File: src/rtl/oam_dma_ctrl_if.sv
// Bus bundle for the sprite DMA sequencer: CPU bus snoop, source memory port,
// PPU register port and status. The master side is the DMA controller.
interface oam_dma_ctrl_if;

    // CPU bus snoop and source memory return data
    logic        cpu_ce;
    logic [15:0] cpu_addr;
    logic        cpu_wr;
    logic [7:0]  cpu_wdata;
    logic [7:0]  mem_rdata;

    // CPU halt and bus ownership
    logic        cpu_rdy;
    logic        dma_active;

    // Source memory read port
    logic [15:0] dma_addr;
    logic        dma_rd;

    // PPU register port
    logic        ppu_cs_n;
    logic        ppu_we;
    logic [2:0]  ppu_reg_addr;
    logic [7:0]  ppu_wdata;

    // Completion pulse
    logic        dma_done;

    modport master (
        input  cpu_ce,
        input  cpu_addr,
        input  cpu_wr,
        input  cpu_wdata,
        input  mem_rdata,
        output cpu_rdy,
        output dma_active,
        output dma_addr,
        output dma_rd,
        output ppu_cs_n,
        output ppu_we,
        output ppu_reg_addr,
        output ppu_wdata,
        output dma_done
    );

    modport slave (
        output cpu_ce,
        output cpu_addr,
        output cpu_wr,
        output cpu_wdata,
        output mem_rdata,
        input  cpu_rdy,
        input  dma_active,
        input  dma_addr,
        input  dma_rd,
        input  ppu_cs_n,
        input  ppu_we,
        input  ppu_reg_addr,
        input  ppu_wdata,
        input  dma_done
    );

endinterface

File: src/rtl/oam_dma_ctrl.sv
// Sprite DMA sequencer. A CPU write to DMA_REG_ADDR latches a source page, halts
// the CPU and copies XFER_LEN bytes from {page, idx} into OAM through OAMDATA.
// All outputs come from flops; strobes are one clk wide per CPU cycle.
module oam_dma_ctrl #(
    parameter logic [15:0] DMA_REG_ADDR = 16'h4014,
    parameter logic [2:0]  OAM_REG_SEL  = 3'd4,
    parameter int unsigned XFER_LEN     = 256
) (
    input  logic           clk,
    input  logic           reset,
    oam_dma_ctrl_if.master bus
);

    // XFER_LEN is a power of two, so LEN-1 is both the wrap mask and the last index.
    localparam logic [7:0] IDX_LAST = 8'(XFER_LEN - 1);

    typedef enum logic [2:0] {
        ST_IDLE,
        ST_HALT,
        ST_ALIGN,
        ST_READ,
        ST_WRITE
    } state_t;

    state_t      state_q, state_d;
    logic        parity_q, parity_d;
    logic [7:0]  page_q, page_d;
    logic [7:0]  idx_q, idx_d;
    logic [7:0]  data_q, data_d;
    logic        rd_stb_q, rd_stb_d;
    logic        wr_stb_q, wr_stb_d;
    logic        done_q, done_d;

    logic        trigger;
    logic        last_byte;

    assign trigger   = bus.cpu_wr && (bus.cpu_addr == DMA_REG_ADDR);
    assign last_byte = (idx_q == IDX_LAST);

    // State and datapath registers; reset aborts any transfer in progress.
    always_ff @(posedge clk or posedge reset) begin
        if (reset) begin
            state_q  <= ST_IDLE;
            parity_q <= 1'b0;
            page_q   <= '0;
            idx_q    <= '0;
            data_q   <= '0;
            rd_stb_q <= 1'b0;
            wr_stb_q <= 1'b0;
            done_q   <= 1'b0;
        end else begin
            state_q  <= state_d;
            parity_q <= parity_d;
            page_q   <= page_d;
            idx_q    <= idx_d;
            data_q   <= data_d;
            rd_stb_q <= rd_stb_d;
            wr_stb_q <= wr_stb_d;
            done_q   <= done_d;
        end
    end

    // Next state: advance only on CPU-cycle edges; triggers outside IDLE are ignored.
    always_comb begin
        state_d = state_q;
        if (bus.cpu_ce) begin
            unique case (state_q)
                ST_IDLE:  if (trigger) state_d = ST_HALT;
                ST_HALT:  state_d = parity_q ? ST_ALIGN : ST_READ;
                ST_ALIGN: state_d = ST_READ;
                ST_READ:  state_d = ST_WRITE;
                ST_WRITE: state_d = last_byte ? ST_IDLE : ST_READ;
                default:  state_d = ST_IDLE;
            endcase
        end
    end

    // Datapath: page/idx capture and advance, read-data latch, parity, and the
    // registered strobes. Strobes are set only on the CPU-cycle edge entering
    // READ/WRITE so they last one clk even when cpu_ce is sparse.
    always_comb begin
        parity_d = parity_q;
        page_d   = page_q;
        idx_d    = idx_q;
        data_d   = data_q;
        rd_stb_d = 1'b0;
        wr_stb_d = 1'b0;
        done_d   = 1'b0;
        if (bus.cpu_ce) begin
            parity_d = ~parity_q;
            rd_stb_d = (state_d == ST_READ);
            wr_stb_d = (state_d == ST_WRITE);
            unique case (state_q)
                ST_IDLE: begin
                    if (trigger) begin
                        page_d = bus.cpu_wdata;
                        idx_d  = '0;
                    end
                end
                ST_READ: begin
                    data_d = bus.mem_rdata;
                end
                ST_WRITE: begin
                    idx_d  = (idx_q + 8'd1) & IDX_LAST;
                    done_d = last_byte;
                end
                default: begin
                end
            endcase
        end
    end

    // Outputs decoded from registered state only.
    always_comb begin
        bus.cpu_rdy      = (state_q == ST_IDLE);
        bus.dma_active   = (state_q != ST_IDLE);
        bus.dma_addr     = {page_q, idx_q};
        bus.dma_rd       = rd_stb_q;
        bus.ppu_cs_n     = ~wr_stb_q;
        bus.ppu_we       = wr_stb_q;
        bus.ppu_reg_addr = (state_q == ST_WRITE) ? OAM_REG_SEL : '0;
        bus.ppu_wdata    = (state_q == ST_WRITE) ? data_q : '0;
        bus.dma_done     = done_q;
    end

endmodule
File: src/flat_wrapper.sv
// flat-port wrapper written by rule: the top's interface ports become plain ports
module oam_dma_ctrl_flat 
#(
    parameter logic [15:0] DMA_REG_ADDR = 16'h4014,
    parameter logic [2:0]  OAM_REG_SEL  = 3'd4,
    parameter int unsigned XFER_LEN     = 256
)
  (clk, reset, bus_cpu_ce, bus_cpu_addr, bus_cpu_wr, bus_cpu_wdata, bus_mem_rdata, bus_cpu_rdy, bus_dma_active, bus_dma_addr, bus_dma_rd, bus_ppu_cs_n, bus_ppu_we, bus_ppu_reg_addr, bus_ppu_wdata, bus_dma_done);
  oam_dma_ctrl_if bus_i ();
  input  logic clk;
  input  logic reset;
  input wire logic [$bits(bus_i.cpu_ce)-1:0] bus_cpu_ce;
  input wire logic [$bits(bus_i.cpu_addr)-1:0] bus_cpu_addr;
  input wire logic [$bits(bus_i.cpu_wr)-1:0] bus_cpu_wr;
  input wire logic [$bits(bus_i.cpu_wdata)-1:0] bus_cpu_wdata;
  input wire logic [$bits(bus_i.mem_rdata)-1:0] bus_mem_rdata;
  output wire logic [$bits(bus_i.cpu_rdy)-1:0] bus_cpu_rdy;
  output wire logic [$bits(bus_i.dma_active)-1:0] bus_dma_active;
  output wire logic [$bits(bus_i.dma_addr)-1:0] bus_dma_addr;
  output wire logic [$bits(bus_i.dma_rd)-1:0] bus_dma_rd;
  output wire logic [$bits(bus_i.ppu_cs_n)-1:0] bus_ppu_cs_n;
  output wire logic [$bits(bus_i.ppu_we)-1:0] bus_ppu_we;
  output wire logic [$bits(bus_i.ppu_reg_addr)-1:0] bus_ppu_reg_addr;
  output wire logic [$bits(bus_i.ppu_wdata)-1:0] bus_ppu_wdata;
  output wire logic [$bits(bus_i.dma_done)-1:0] bus_dma_done;
  assign bus_i.cpu_ce = bus_cpu_ce;
  assign bus_i.cpu_addr = bus_cpu_addr;
  assign bus_i.cpu_wr = bus_cpu_wr;
  assign bus_i.cpu_wdata = bus_cpu_wdata;
  assign bus_i.mem_rdata = bus_mem_rdata;
  assign bus_cpu_rdy = bus_i.cpu_rdy;
  assign bus_dma_active = bus_i.dma_active;
  assign bus_dma_addr = bus_i.dma_addr;
  assign bus_dma_rd = bus_i.dma_rd;
  assign bus_ppu_cs_n = bus_i.ppu_cs_n;
  assign bus_ppu_we = bus_i.ppu_we;
  assign bus_ppu_reg_addr = bus_i.ppu_reg_addr;
  assign bus_ppu_wdata = bus_i.ppu_wdata;
  assign bus_dma_done = bus_i.dma_done;
  oam_dma_ctrl #(.DMA_REG_ADDR(DMA_REG_ADDR), .OAM_REG_SEL(OAM_REG_SEL), .XFER_LEN(XFER_LEN)) u_core (.clk(clk), .reset(reset), .bus(bus_i));
endmodule
File: config.mk
export PLATFORM = sky130hd
export DESIGN_NAME = oam_dma_ctrl_flat
export DESIGN_NICKNAME = d
export VERILOG_FILES = /design/src/rtl/oam_dma_ctrl_if.sv /design/src/rtl/oam_dma_ctrl.sv /design/src/flat_wrapper.sv
export SDC_FILE = /design/constraint.sdc
export NUM_CORES = 1
export LEC_CHECK = 0
export ABC_AREA = 0
export CAP_MARGIN = 20
export CORE_AREA = 2 2 65 67
export DETAILED_ROUTE_END_ITERATION = 7
export DIE_AREA = 0 0 67 69
export PLACE_DENSITY_LB_ADDON = 0.25
export SYNTH_ARGS = -nofsm -noshare
export SYNTH_HDL_FRONTEND = slang
export SYNTH_SLANG_ARGS = --single-unit
File: constraint.sdc
create_clock -name clk -period 2.2 [get_ports clk]
set_clock_uncertainty 0.1 [all_clocks]
set_input_delay 0.22 -clock clk [delete_from_list [all_inputs] [get_ports clk]]
set_output_delay 0.22 -clock clk [all_outputs]
set_load 0.05 [all_outputs]
==> impl_metrics.yaml <==
grt:
  first_global_vias: 1418
  grt_pass1_wl_mm: 6.33
  antenna_found_initial: 0
  grt_max_degree: 14
  grt_overflow: 0
  grt_use_total: 0.174
worst_setup_path:
  worstPathRequired_ns: 1.88
  crit_path_capture_type: "primary output"
  timing.critical_path.arrival_ns: 1.75
  r2r_slack_ns: 0.26
  startpoint_type: "register"
  critPathSlowestCell: "sky130_fd_sc_hd__or3b_1"
  timing.critical_path.max_delay_family: "simple AND/OR/NAND/NOR gates"
  crit_fanout: 13
  cp_class: "register to primary output"
  path_buf_inv: 3
  worst_path_largest_cell_delay_ns: 0.43
  list_of_cells_traversed_by_the_critical_path: "buf_4 -> or3b_1 -> inv_4 -> and2_1 -> buf_12"
cts:
  cts-htree-levels: 2
  cts_num_sinks: 31
  clk_pin_slew_ns: 0.07
  clock_latency_of_the_later_clocked_register_in_the_worst_skew_pair_ns: 0.28
  cts_buffers: 5
  ctsLongestPathBuffers: 2
  cts_tree: "done"
  cts_root_buf: "sky130_fd_sc_hd__clkbuf_8"
  cts.hold.buffers_added: 0
timing:
  setup_slack_ns: 0.133
  final-setup-viol-count: 0
  finalHoldViolCount: 0
  whs_ns: 0.0975
  report.final.slew_viol_count: 0
  period_share: 0.939
  tightestPinTransition_ns: 0.520
  setup_repair_after_global_routing_missed_its_margin: "no"
  time_the_final_worst_path_needs_with_i_o_delays_and_setup_ns: 2.07
  tns_ns: 0
  max_slew_headroom: 0.652
  max_freq_mhz: 484
yosys:
  synth.top_cells.by_count: "sky130_fd_sc_hd__dfrtp_1, sky130_fd_sc_hd__nand2_1, sky130_fd_sc_hd__o21ai_0"
  synth_cells: 159
  ys_warns: 0
  asyncSetResetFlopFracSynth: 1.00
  synth.lib_cells_used.distinct: 44
  cells_taking_the_most_area_after_synthesis: "sky130_fd_sc_hd__dfrtp_1, sky130_fd_sc_hd__nand2_1, sky130_fd_sc_hd__mux2_1"
  synth_seq_cells: 31
  synth_edf_count: 0
  postSynthAreaPerCell_sq_um: 9.77
  yosysSeqAreaShare: 0.500
  mappedNetlistArea_sq_mm: 0.00155
  synth_flop_cell: "sky130_fd_sc_hd__dfrtp_1"
  synthDominantCellAreaShare: 0.500
  netlist.top_cell.by_area: "sky130_fd_sc_hd__dfrtp_1"
placement:
  worst_slack_after_detailed_placement_ns: 0.141
  routabilityCongestion: 0.724
  post-dp-hpwl_mm: 2.86
  numPortBuffers: 66
die:
  floorplan.core_area_sq_mm: 0.00391
  floorplan.io_pins: 69
  initial_utilization: 0.397
  fp.dieArea_sq_mm: 0.00462
  rows: 23
  fp.dieW_um: 67
  die-height_um: 69
layout:
  final_net_count: 273
  postLayoutCoreUtil: 0.644
  num_antenna_cells: 0
  drive_above_1_share: 0.165
  filler_cell_count: 342
  flow.area_growth_from_synthesis_pct: 62.2
routing:
  dr_wl_met3_um: 389
  final_antenna_net_count: 0
  wire_per_inst_um: 12.8
  routed_length_on_met2_mm: 1.76
  drtPass1Iterations: 5
  first_iter_violations: 37
  detail_route.wirelength_mm: 3.67
  detail_route.drc_violations: 0
  top_layer_used: "met4"
  detailroute.via_count: 1412
  wirelength_met1_mm: 1.50
  via_per_inst: 4.92
pwr:
  cellLeakagePower_nw: 1.17
  worst_voltage_drop_across_the_vdd_grid_uv: 517
  pwr_density_cell_mw_per_mm2: 1010
min_path:
  min_path_type: "input pin to asynchronous set/reset pin"
run:
  max-cap-violations: 0
outcome:
  outcome: "finished, final reports clean"
-- through the flow --
stage	power [W]	area [sq um]	cells
final	0.00255	2520	287
after floorplan	0.00158	1560	160
after detailed placement	0.00199	2400	279
after CTS	0.00257	2510	287
after global placement	0.00197	2400	279
after global routing	0.00272	2520	287
-- layout by cell type, fill, tap and decap left out, types with 3 or more instances in the layout --
cell and instances:
sky130_fd_sc_hd__clkdlybuf4s50_1 55, sky130_fd_sc_hd__nand2_1 31, sky130_fd_sc_hd__dfrtp_1 31, sky130_fd_sc_hd__buf_4 12
sky130_fd_sc_hd__o21ai_0 9, sky130_fd_sc_hd__buf_12 9, sky130_fd_sc_hd__and2_1 8, sky130_fd_sc_hd__mux2_1 7
sky130_fd_sc_hd__inv_1 6, sky130_fd_sc_hd__clkbuf_8 6, sky130_fd_sc_hd__nand3_1 4, sky130_fd_sc_hd__nor3_1 4
sky130_fd_sc_hd__nor2_1 4, sky130_fd_sc_hd__nand4_1 3, sky130_fd_sc_hd__a21oi_1 3, sky130_fd_sc_hd__o221ai_1 3
-- what timing repair did --
item / CTS / global route
buffers inserted: 0 / 0
resized for setup: 0 / 2
hold endpoints to repair: 0 / 0
endpoints found under the setup margin: 0 / 3
-- cell type report --
type	count	area [sq um]	area share
clock buffers	6	82.6	0.0328
clock inverters	2	35.0	0.0139
inverters	9	38.8	0.0154
multi-input cells	112	691	0.274
flip-flops and latches	31	776	0.308
well taps	50	62.6	0.0248
repair buffers	77	833	0.331
-- worst paths after layout --
path	endpoint	startpoint	depth (start not counted)
worst max-delay path	bus_ppu_wdata[7]	u_core.state_q[1]	5
worst min-delay path	u_core.page_q[3]	reset	2
worst max register to register	u_core.bus.dma_rd	u_core.idx_q[0]	5
worst min register to register	u_core.data_q[1]	u_core.data_q[1]	2
max in group asynchronous	u_core.state_q[1]	reset	3
min in group clk	u_core.data_q[2]	bus_mem_rdata[2]	3
-- flip-flops by register name, indices dropped and copies added, names as in the netlist --
signal	flops
u_core.data_q	8
u_core.bus.ppu_we	1
u_core.parity_q	1
u_core.page_q	8
u_core.idx_q	8
u_core.bus.dma_done	1
u_core.bus.dma_rd	1
u_core.state_q	3
-- where the power goes --
part / switching, W / internal, W / total, W
sequential: 0.000122 / 0.000717 / 0.000839
combinational: 0.000652 / 0.000481 / 0.00113
clock: 0.000210 / 0.000366 / 0.000576
total: 0.000983 / 0.00156 / 0.00255
-- logic make-up after synthesis --
kind of cell,after synthesis,share of synthesized area
compound gates,22,0.0911
simple gates,75,0.259
mux,9,0.0653
other cells,1,0.00242
flops,31,0.500
fa+ha+maj,1,0.00806
buf+inv,17,0.0580
xor+xnor,3,0.0169
-- worst reg2reg max path, stage by stage (launching register included) --
cell	delay, ns
sky130_fd_sc_hd__dfrtp_1	0.43
sky130_fd_sc_hd__ha_1	0.28
sky130_fd_sc_hd__nand3_1	0.14
sky130_fd_sc_hd__o21a_1	0.21
sky130_fd_sc_hd__or3b_2	0.47
sky130_fd_sc_hd__o21ba_2	0.20
-- routing by layer --
| metal | up-vias | global-route usage |
|---|---|---|
| met1 | 656 | 0.216 |
| met3 | 3 | 0.0653 |
| met4 | 0 | 0.0476 |
| li1 | 694 | - |
| met5 | - | 0 |
| met2 | 59 | 0.281 |
Note: power is estimated with default switching activity, not from simulation.
